$ cat src/rtl/mips_div_ctrl_pkg.sv
// Shared definitions for the multicycle divider sequencer.
//   DIV_STAGE  : default quotient bits produced per iteration
//   state_e    : sequencer states (IDLE, RUN)
//   abs32      : two's-complement magnitude helper
package mips_div_ctrl_pkg;

  localparam int DIV_STAGE = 2;
  localparam int DIV_ITER  = 32 / DIV_STAGE;

  typedef enum logic {
    IDLE = 1'b0,
    RUN  = 1'b1
  } state_e;

  // Magnitude of a 32-bit value when neg is set; 0x80000000 maps to itself,
  // which is its correct unsigned magnitude.
  function automatic logic [31:0] abs32(input logic [31:0] v, input logic neg);
    return neg ? (~v + 32'd1) : v;
  endfunction

endpackage

$ cat src/rtl/mips_div_ctrl_div.sv
// Combinational restoring-divide datapath.
//   mips_div_stage : one quotient bit per instance
//   mips_div       : STAGE chained stages plus final sign correction
// mips_div ports:
//   a             in  dividend/quotient shift value (magnitude)
//   b             in  divisor magnitude
//   remainder_in  in  partial remainder
//   acompl/bcompl in  operand was negated (dividend/divisor)
//   div_ready     in  last iteration: apply sign correction to quotient/remainder
//   quotient_out  out a shifted left STAGE with new quotient bits in LSBs
//   remainder_out out new partial remainder
//   quotient      out sign-corrected quotient (raw when div_ready=0)
//   remainder     out sign-corrected remainder (raw when div_ready=0)
module mips_div_stage (
  input  logic [31:0] rem_in,
  input  logic [31:0] dq_in,
  input  logic [31:0] b,
  output logic [31:0] rem_out,
  output logic [31:0] dq_out
);

  logic [32:0] trial;
  logic [31:0] diff;
  logic        qbit;

  // trial is always below 2*b, so when trial >= b the true difference fits
  // in 32 bits and the modulo-2^32 subtraction gives it exactly.
  always_comb begin
    trial   = {rem_in, dq_in[31]};
    diff    = trial[31:0] - b;
    qbit    = (trial >= {1'b0, b});
    rem_out = qbit ? diff : trial[31:0];
    dq_out  = {dq_in[30:0], qbit};
  end

endmodule

module mips_div #(
  parameter int STAGE = 2
) (
  input  logic [31:0] a,
  input  logic [31:0] b,
  input  logic [31:0] remainder_in,
  input  logic        acompl,
  input  logic        bcompl,
  input  logic        div_ready,
  output logic [31:0] quotient_out,
  output logic [31:0] remainder_out,
  output logic [31:0] quotient,
  output logic [31:0] remainder
);

  logic [31:0] rem_c [STAGE+1];
  logic [31:0] dq_c  [STAGE+1];

  assign rem_c[0] = remainder_in;
  assign dq_c[0]  = a;

  for (genvar i = 0; i < STAGE; i++) begin : g_stage
    mips_div_stage u_stage (
      .rem_in  (rem_c[i]),
      .dq_in   (dq_c[i]),
      .b       (b),
      .rem_out (rem_c[i+1]),
      .dq_out  (dq_c[i+1])
    );
  end

  assign quotient_out  = dq_c[STAGE];
  assign remainder_out = rem_c[STAGE];

  // Quotient is negative when operand signs differ; remainder follows the dividend.
  assign quotient  = (div_ready && (acompl ^ bcompl)) ? (~dq_c[STAGE] + 32'd1) : dq_c[STAGE];
  assign remainder = (div_ready && acompl) ? (~rem_c[STAGE] + 32'd1) : rem_c[STAGE];

endmodule

$ cat src/rtl/mips_div_ctrl.sv
// Sequencer for the multicycle DIV/DIVU unit.
//   clk, rst   : clock (rising edge), asynchronous active-high reset
//   start      : request pulse, sampled only in IDLE, with sign/a/b
//   sign       : 1 = DIV (signed), 0 = DIVU
//   cancel     : pipeline flush; aborts the operation, no done
//   a, b       : dividend, divisor
//   busy       : high while iterating
//   done       : one-cycle pulse when quotient/remainder are updated
//   quotient   : registered quotient (LO)
//   remainder  : registered remainder (HI)
module mips_div_ctrl
  import mips_div_ctrl_pkg::*;
#(
  parameter int STAGE = DIV_STAGE
) (
  input  logic        clk,
  input  logic        rst,
  input  logic        start,
  input  logic        sign,
  input  logic        cancel,
  input  logic [31:0] a,
  input  logic [31:0] b,
  output logic        busy,
  output logic        done,
  output logic [31:0] quotient,
  output logic [31:0] remainder
);

  localparam int ITER  = 32 / STAGE;
  localparam int CNT_W = $clog2(ITER);

  state_e            state_q, state_d;
  logic [CNT_W-1:0]  cnt_q, cnt_d;
  logic              acompl_q, acompl_d;
  logic              bcompl_q, bcompl_d;
  logic [31:0]       dq_q, dq_d;
  logic [31:0]       br_q, br_d;
  logic [31:0]       rem_q, rem_d;
  logic              busy_q, busy_d;
  logic              done_q, done_d;
  logic [31:0]       quotient_q, quotient_d;
  logic [31:0]       remainder_q, remainder_d;

  logic              last;
  logic [31:0]       div_qout, div_rout, div_q, div_r;

  assign last = (state_q == RUN) && (cnt_q == CNT_W'(ITER - 1));

  mips_div #(.STAGE(STAGE)) u_div (
    .a             (dq_q),
    .b             (br_q),
    .remainder_in  (rem_q),
    .acompl        (acompl_q),
    .bcompl        (bcompl_q),
    .div_ready     (last),
    .quotient_out  (div_qout),
    .remainder_out (div_rout),
    .quotient      (div_q),
    .remainder     (div_r)
  );

  always_comb begin
    state_d     = state_q;
    cnt_d       = cnt_q;
    acompl_d    = acompl_q;
    bcompl_d    = bcompl_q;
    dq_d        = dq_q;
    br_d        = br_q;
    rem_d       = rem_q;
    busy_d      = busy_q;
    done_d      = 1'b0;
    quotient_d  = quotient_q;
    remainder_d = remainder_q;

    case (state_q)
      IDLE: begin
        // cancel wins over start so a flushed instruction never launches
        if (start && !cancel) begin
          state_d  = RUN;
          busy_d   = 1'b1;
          acompl_d = sign & a[31];
          bcompl_d = sign & b[31];
          dq_d     = abs32(a, sign & a[31]);
          br_d     = abs32(b, sign & b[31]);
          rem_d    = '0;
          cnt_d    = '0;
        end
      end
      RUN: begin
        if (cancel) begin
          state_d = IDLE;
          busy_d  = 1'b0;
        end else begin
          dq_d  = div_qout;
          rem_d = div_rout;
          cnt_d = cnt_q + CNT_W'(1);
          if (last) begin
            quotient_d  = div_q;
            remainder_d = div_r;
            done_d      = 1'b1;
            busy_d      = 1'b0;
            state_d     = IDLE;
          end
        end
      end
      default: state_d = IDLE;
    endcase
  end

  always_ff @(posedge clk or posedge rst) begin
    if (rst) begin
      state_q     <= IDLE;
      cnt_q       <= '0;
      acompl_q    <= 1'b0;
      bcompl_q    <= 1'b0;
      dq_q        <= '0;
      br_q        <= '0;
      rem_q       <= '0;
      busy_q      <= 1'b0;
      done_q      <= 1'b0;
      quotient_q  <= '0;
      remainder_q <= '0;
    end else begin
      state_q     <= state_d;
      cnt_q       <= cnt_d;
      acompl_q    <= acompl_d;
      bcompl_q    <= bcompl_d;
      dq_q        <= dq_d;
      br_q        <= br_d;
      rem_q       <= rem_d;
      busy_q      <= busy_d;
      done_q      <= done_d;
      quotient_q  <= quotient_d;
      remainder_q <= remainder_d;
    end
  end

  assign busy      = busy_q;
  assign done      = done_q;
  assign quotient  = quotient_q;
  assign remainder = remainder_q;

endmodule

$ cat config.mk
export PLATFORM = sky130hd
export DESIGN_NAME = mips_div_ctrl
export DESIGN_NICKNAME = d
export VERILOG_FILES = /design/src/rtl/mips_div_ctrl_pkg.sv /design/src/rtl/mips_div_ctrl_div.sv /design/src/rtl/mips_div_ctrl.sv
export SDC_FILE = /design/constraint.sdc
export NUM_CORES = 1
export LEC_CHECK = 0
export ABC_AREA = 1
export BUFFER_PORTS_ARGS = -buffer_cell sky130_fd_sc_hd__buf_2
export CORE_ASPECT_RATIO = 1.25
export CORE_UTILIZATION = 25
export DETAILED_ROUTE_END_ITERATION = 16
export HOLD_SLACK_MARGIN = 0.08
export MAX_ROUTING_LAYER = met4
export REMOVE_ABC_BUFFERS = 1
export SLEW_MARGIN = 20
export SYNTH_ARGS = -nofsm -noshare
export SYNTH_HDL_FRONTEND = slang
export SYNTH_SLANG_ARGS = --single-unit
$ cat constraint.sdc
create_clock -name clk -period 16.4 [get_ports clk]
set_clock_uncertainty 0.15 [all_clocks]
set_input_delay 1.64 -clock clk [delete_from_list [all_inputs] [get_ports clk]]
set_output_delay 1.64 -clock clk [all_outputs]
set_load 0.05 [all_outputs]
# Word-level counts from Yosys, hierarchy flattened
# Cells that the tools add are included.
dict set report totals {
  regBits 169
  in_bits 69
}
dict set report op_classes {
  n_mux 26
  n_reduce_logical 9
  n_addsub 7
  eq_ne 4
  n_lt_le_gt_ge 2
  bitwise_logic 9
}
# operator count
set op_table {}
lappend op_table {{two-way mux 32 bit} 10}
lappend op_table {{adder 32 x 1 -> 32 bit, second input constant} 4}
lappend op_table {{inverter 32 bit} 4}
lappend op_table {{case mux 32 bit (2 select lines)} 2}
lappend op_table {{greater-or-equal comparator 33 x 32 -> 1 bit} 2}
lappend op_table {{subtractor 32 bit} 2}
lappend op_table {{two-way mux 1 bit} 9}
lappend op_table {{two-way mux 4 bit} 2}
lappend op_table {{case mux 4 bit (2 select lines)} 1}
lappend op_table {{AND reduction 2 bit} 3}
lappend op_table {{adder 4 x 1 -> 4 bit, second input constant} 1}
lappend op_table {{== test 4 bit, second input constant} 1}
lappend op_table {{logical AND 1 bit} 4}
lappend op_table {{!= test 2 bit, second input constant} 2}
lappend op_table {{case mux 1 bit (2 select lines)} 2}
lappend op_table {{!= test 3 x 2 -> 1 bit, second input constant} 1}
lappend op_table {{AND reduction 3 bit} 1}
lappend op_table {{AND 1 bit} 2}
lappend op_table {{inverter 1 bit} 2}
lappend op_table {{zero test 1 bit} 1}
lappend op_table {{bitwise XOR 1 bit} 1}

# Logic depth before layout (Yosys ltp)
dict set report logic_depth {
  word_depth 7
  mapped_depth 45
  depth_no_buf 41
}

# Modules after synthesis
# Synthesis repeated with hierarchy kept, for this count alone.
dict set report unflattened {
  cells_unflattened 2923
  hier_area_um2 17339.1
}
# mod area_per_inst_um2 cells_each instances
set modules_own_cells {}
lappend modules_own_cells {mips_div_ctrl 8535.7 1127 1}
lappend modules_own_cells {mips_div_stage 3400.8 679 2}
lappend modules_own_cells {mips_div 2001.9 438 1}

# Worst setup path after synthesis
# No wires, ideal clock.
dict set report synth_path {
  path_type {register to register}
  start {register br_q[28]}
  end {register quotient_q[26] (netlist: quotient[26])}
  setup_slack_ns 10.902
  setup_ns 0.135
  required_time_ns 16.115
  synth_period_minus_slack_ns 5.498
  arrival_ns 5.213
  path_stages_with_launch 38
  cell_sequence {dfrtp_1 -> inv_1 -> ha_1 -> nand2_1 -> nand2_1 -> o21bai_1 -> nand2_1 -> nand3_1 -> nor2_4 -> a21boi_4 -> buf_4 -> nand2_1 -> nand2_1 -> inv_2 -> ha_1 -> nand2_1 -> inv_1 -> a21oi_1 -> [... 2 more ...] -> nand2_2 -> nand2_4 -> nand4_4 -> buf_6 -> inv_2 -> ha_1 -> nand2_1 -> nor3_1 -> inv_1 -> nor3_1 -> nand3_1 -> nor4_1 -> inv_1 -> nor4_1 -> nand3_1 -> o21ai_0 -> xor2_1 -> o21ai_0}
}
dict set report synth_between {
  elab_chain_len 6
  elab_cells_between_ends 7
  cone_classes {add/sub: 2; order compare: 2; mux: 2; bitwise: 1}
}
# item line
set synth_lines {}
lappend synth_lines {{from (decl)} mips_div_ctrl.sv:37} ;# logic [31:0] br_q, br_d;
lappend synth_lines {{from (signal assigned)} mips_div_ctrl.sv:129} ;# br_q <= br_d;
lappend synth_lines {{subtractor 32 bit / greater-or-equal comparator 33 x 32 -> 1 bit (equally long branches)} {mips_div_ctrl_div.sv:30, mips_div_ctrl_div.sv:31}}
lappend synth_lines {{two-way mux 32 bit} mips_div_ctrl_div.sv:32} ;# rem_out = qbit ? diff : trial[31:0];
lappend synth_lines {{greater-or-equal comparator 33 x 32 -> 1 bit} mips_div_ctrl_div.sv:31} ;# qbit = (trial >= {1'b0, b});
lappend synth_lines {{inverter 32 bit *} mips_div_ctrl_div.sv:73} ;# assign quotient = (div_ready && (acompl ^ bcompl)) ? (~dq_c[STAGE] + 32'd1) : dq_c[STAGE];
lappend synth_lines {{adder 32 x 1 -> 32 bit *} mips_div_ctrl_div.sv:73}
lappend synth_lines {{two-way mux 32 bit *} mips_div_ctrl_div.sv:73}
lappend synth_lines {{to (signal assigned)} mips_div_ctrl.sv:133} ;# quotient_q <= quotient_d;
lappend synth_lines {{to (decl)} mips_div_ctrl.sv:41} ;# logic [31:0] quotient_q, quotient_d;
# Mark *: on every way between the ends. The rest lies on a longest branch, timed or not.
# A chain may end at the register's enable or synchronous reset.

# Worst setup path in the final report
dict set report layout_path {
  start {register br_q[2]}
  end {register quotient_q[28] (netlist: quotient[28])}
}
# Same word-level chain as after synthesis.

==> summary.md <==
| Metric | Value |
|---|---|
| Achievable Freq | 127 MHz |
| 1st-iter DRT viols | 861 |
| Fin. Hold Viols | 0 |
| CP most frequent cell | nand2_1 |
| Post-Syn Area per Cell | 6.55 sq um |
| PortBufs | 134 |
| Most common cell in the synthesized netlist | nand2_1 |
| # nets final | 2,528 |
| Crit Path Max Fanout | 48 |
| Max-cap viol count | 0 |
| Syn-to-layout area delta | 13.3% |
| Status | finished, final reports clean |
| Initial antenna violation count | 0 |
| Gr ovfl total | 0 |
| Post-synth EDFFs | 0 |
| Synth top area cells | dfrtp_1 (28%), nand2_1 (16%), inv_1 (7.2%) |
| Endpoints failing setup | 0 |
| Inserted Clock Buffers | 17 |
| Ys flop type | dfrtp_1 |
| Core Box Area | 0.0594 sq mm |
| Final min period | 7.86 ns |
| Fillers | 6,642 |
| Layout cell share with drive strength beyond 1 | 0.131 |
| Critical path required time | 16.64 ns |
| Global-route wire length before repair | 87,800 microns |
| Largest net degree at the start of global routing | 88 |
| H-tree levels | 4 |
| Relative slew slack | 0.333 |
| Slew Viols, Final | 0 |
| Worst path arrival time | 8.09 ns |
| Slowest stage delay, CP | 0.62 ns |
| DRT antenna net count | 0 |
| Placed cell areas | 0.0164 sq mm |
| Clock tree root buffer cell | clkbuf_16 |
| Worst setup EP type | flip-flop |
| GP Congestion | 0.996 |
| Yosys top cell area share | 0.282 |
| Vias in the first global route | 15,400 |
| Synth Warn # | 0 |
| Vias after detailed routing | 15,200 |
| Top cells by count, synth | nand2_1 (624), inv_1 (289), nor2_1 (205) |
| GRT Util Overall | 0.194 |
| Cell Rows | 100 |
| Clock Sink Count | 169 |
| Die ar. | 0.0610 sq mm |
| Final instance area | 0.0170 sq mm |
| Post-synthesis sequential area ratio | 0.282 |
| Cell Count, Final, Fillers Out | 3,166 |
| N_diodes | 0 |
| Part of the cycle the worst path needs | 0.479 |
| Min-delay worst type | flip-flop to flip-flop |
| Dpl hpwl | 46,200 microns |
| CTS Hold Buffers Added | 0 |
| Post-detailed-route wirelength per cell | 18.0 microns |
| Vias/cell | 4.81 |
| Placed Cells incl. Taps | 3,134 |
| DRC | 0 |
| Post-Syn Area | 0.0150 sq mm |
| Die X | 221 microns |
| Post-synthesis cell count | 2,287 |
| Die Ht | 276 microns |
| TNS Setup | 0 ns |
| Crit-path slowest cell | nor4_1 |
| FF+latch count, synth | 169 |
| Post-CTS sizing | 0 |
| Post-synth ARST share | 1.00 |
| Worst-Margin Slew | 0.993 ns |
| Yosys top cell by area | dfrtp_1 |
| RSZ-0062 raised after global routing | false |
| Initial Util | 0.252 |
| Worst-path clk slew | 0.07 ns |
| Startpoint type of the worst setup path | flip-flop |
| Total Wirelength | 56,900 microns |
| Top-level port count | 135 |
| First-pass DRT Iterations | 6 |
| Critical path class | flip-flop to flip-flop |
| Post-CTS setup buffer count | 0 |
| Clk Latency, worst-skew pair | 0.48 ns |
| Longest Clk Path Bufs | 2 |
| Post-synth cell types | 58 |
| CTS tree | yes |
cell families after synthesis:
logic type / share of synthesized area
fa+ha+maj: 0.0603
simple gates: 0.340
buf+inv: 0.100
flops: 0.282
compound gates: 0.155
xor+xnor: 0.0624
final timing paths:
check | startpoint | end | slack [ns] | cells after the start
worst max-delay path | br_q[2]$_DFFE_PP0P_ | quotient[28]$_DFFE_PP0P_ | 8.54 | 38
worst max register to register | br_q[2]$_DFFE_PP0P_ | quotient[28]$_DFFE_PP0P_ | 8.54 | 38
min in group asynchronous | rst | quotient[14]$_DFFE_PP0P_ | 1.07 | 2
worst min-delay path | remainder[1]$_DFFE_PP0P_ | remainder[1]$_DFFE_PP0P_ | 0.33 | 2
worst min register to register | remainder[1]$_DFFE_PP0P_ | remainder[1]$_DFFE_PP0P_ | 0.33 | 2
max in group asynchronous | rst | rem_q[4]$_DFFE_PP0P_ | 13.78 | 3
registers in the layout, summed over array words and instances, names as in the netlist:
name and count:
dq_q 32, quotient 32, state_q 1, br_q 32
remainder 32, bcompl_q 1, done 1, acompl_q 1
cnt_q 4, busy 1, rem_q 32
cells in the final DEF (no fill, tap or decap), types with 14 or more instances in the layout:
| master | n |
|---|---|
| buf_2 | 134 |
| xnor2_1 | 23 |
| buf_4 | 14 |
| nor2_2 | 16 |
| nor3_1 | 39 |
| clkbuf_16 | 17 |
| inv_2 | 21 |
| nor2_1 | 202 |
| inv_1 | 288 |
| o22ai_1 | 22 |
| o211ai_1 | 15 |
| o21ai_1 | 19 |
| nand3_1 | 153 |
| dfrtp_1 | 169 |
| nand2_1 | 623 |
| ha_1 | 69 |
| nand4_1 | 28 |
| a21oi_1 | 95 |
| xor2_1 | 82 |
| o21ai_2 | 15 |
| o21ai_0 | 194 |
| nand2_2 | 40 |
layout make-up:
type	count	area, sq um	share of cell area
multi-input cells	1742	9270	0.546
flip-flops and latches	169	4230	0.249
inverters	310	1170	0.0688
well taps	765	957	0.0564
repair buffers	148	776	0.0457
clock buffers	19	443	0.0261
clock inverters	13	136	0.00803
stage by stage:
step,setup slack (ns),hold WS (ns),util
3_3_place_gp,8.53,0.310,0.276
6_report,8.54,0.331,0.286
2_1_floorplan,10.03,0.303,-
3_5_place_dp,8.61,0.314,0.276
4_1_cts,8.59,0.336,0.286
5_1_grt,7.91,0.355,0.286
routing by layer:
metal	track usage	routed length, microns
met5	-	0
met4	0.132	3910
met3	0.0243	2180
met2	0.348	28800
met1	0.199	22100
critical path, delay by kind of cell (launching register included):
| family | cells | cell delay [ns] |
|---|---|---|
| AO/OA/AOI/OAI | 4 | 0.63 |
| XOR/XNOR | 1 | 0.16 |
| adder cells (fa/ha/maj) | 3 | 0.96 |
| flip-flops | 1 | 0.35 |
| AND/OR/NAND/NOR | 23 | 4.49 |
| buffers and inverters | 7 | 0.97 |
Power is not shown: default switching activity piles up to over one toggle a cycle in this logic, so the estimate is an artifact.
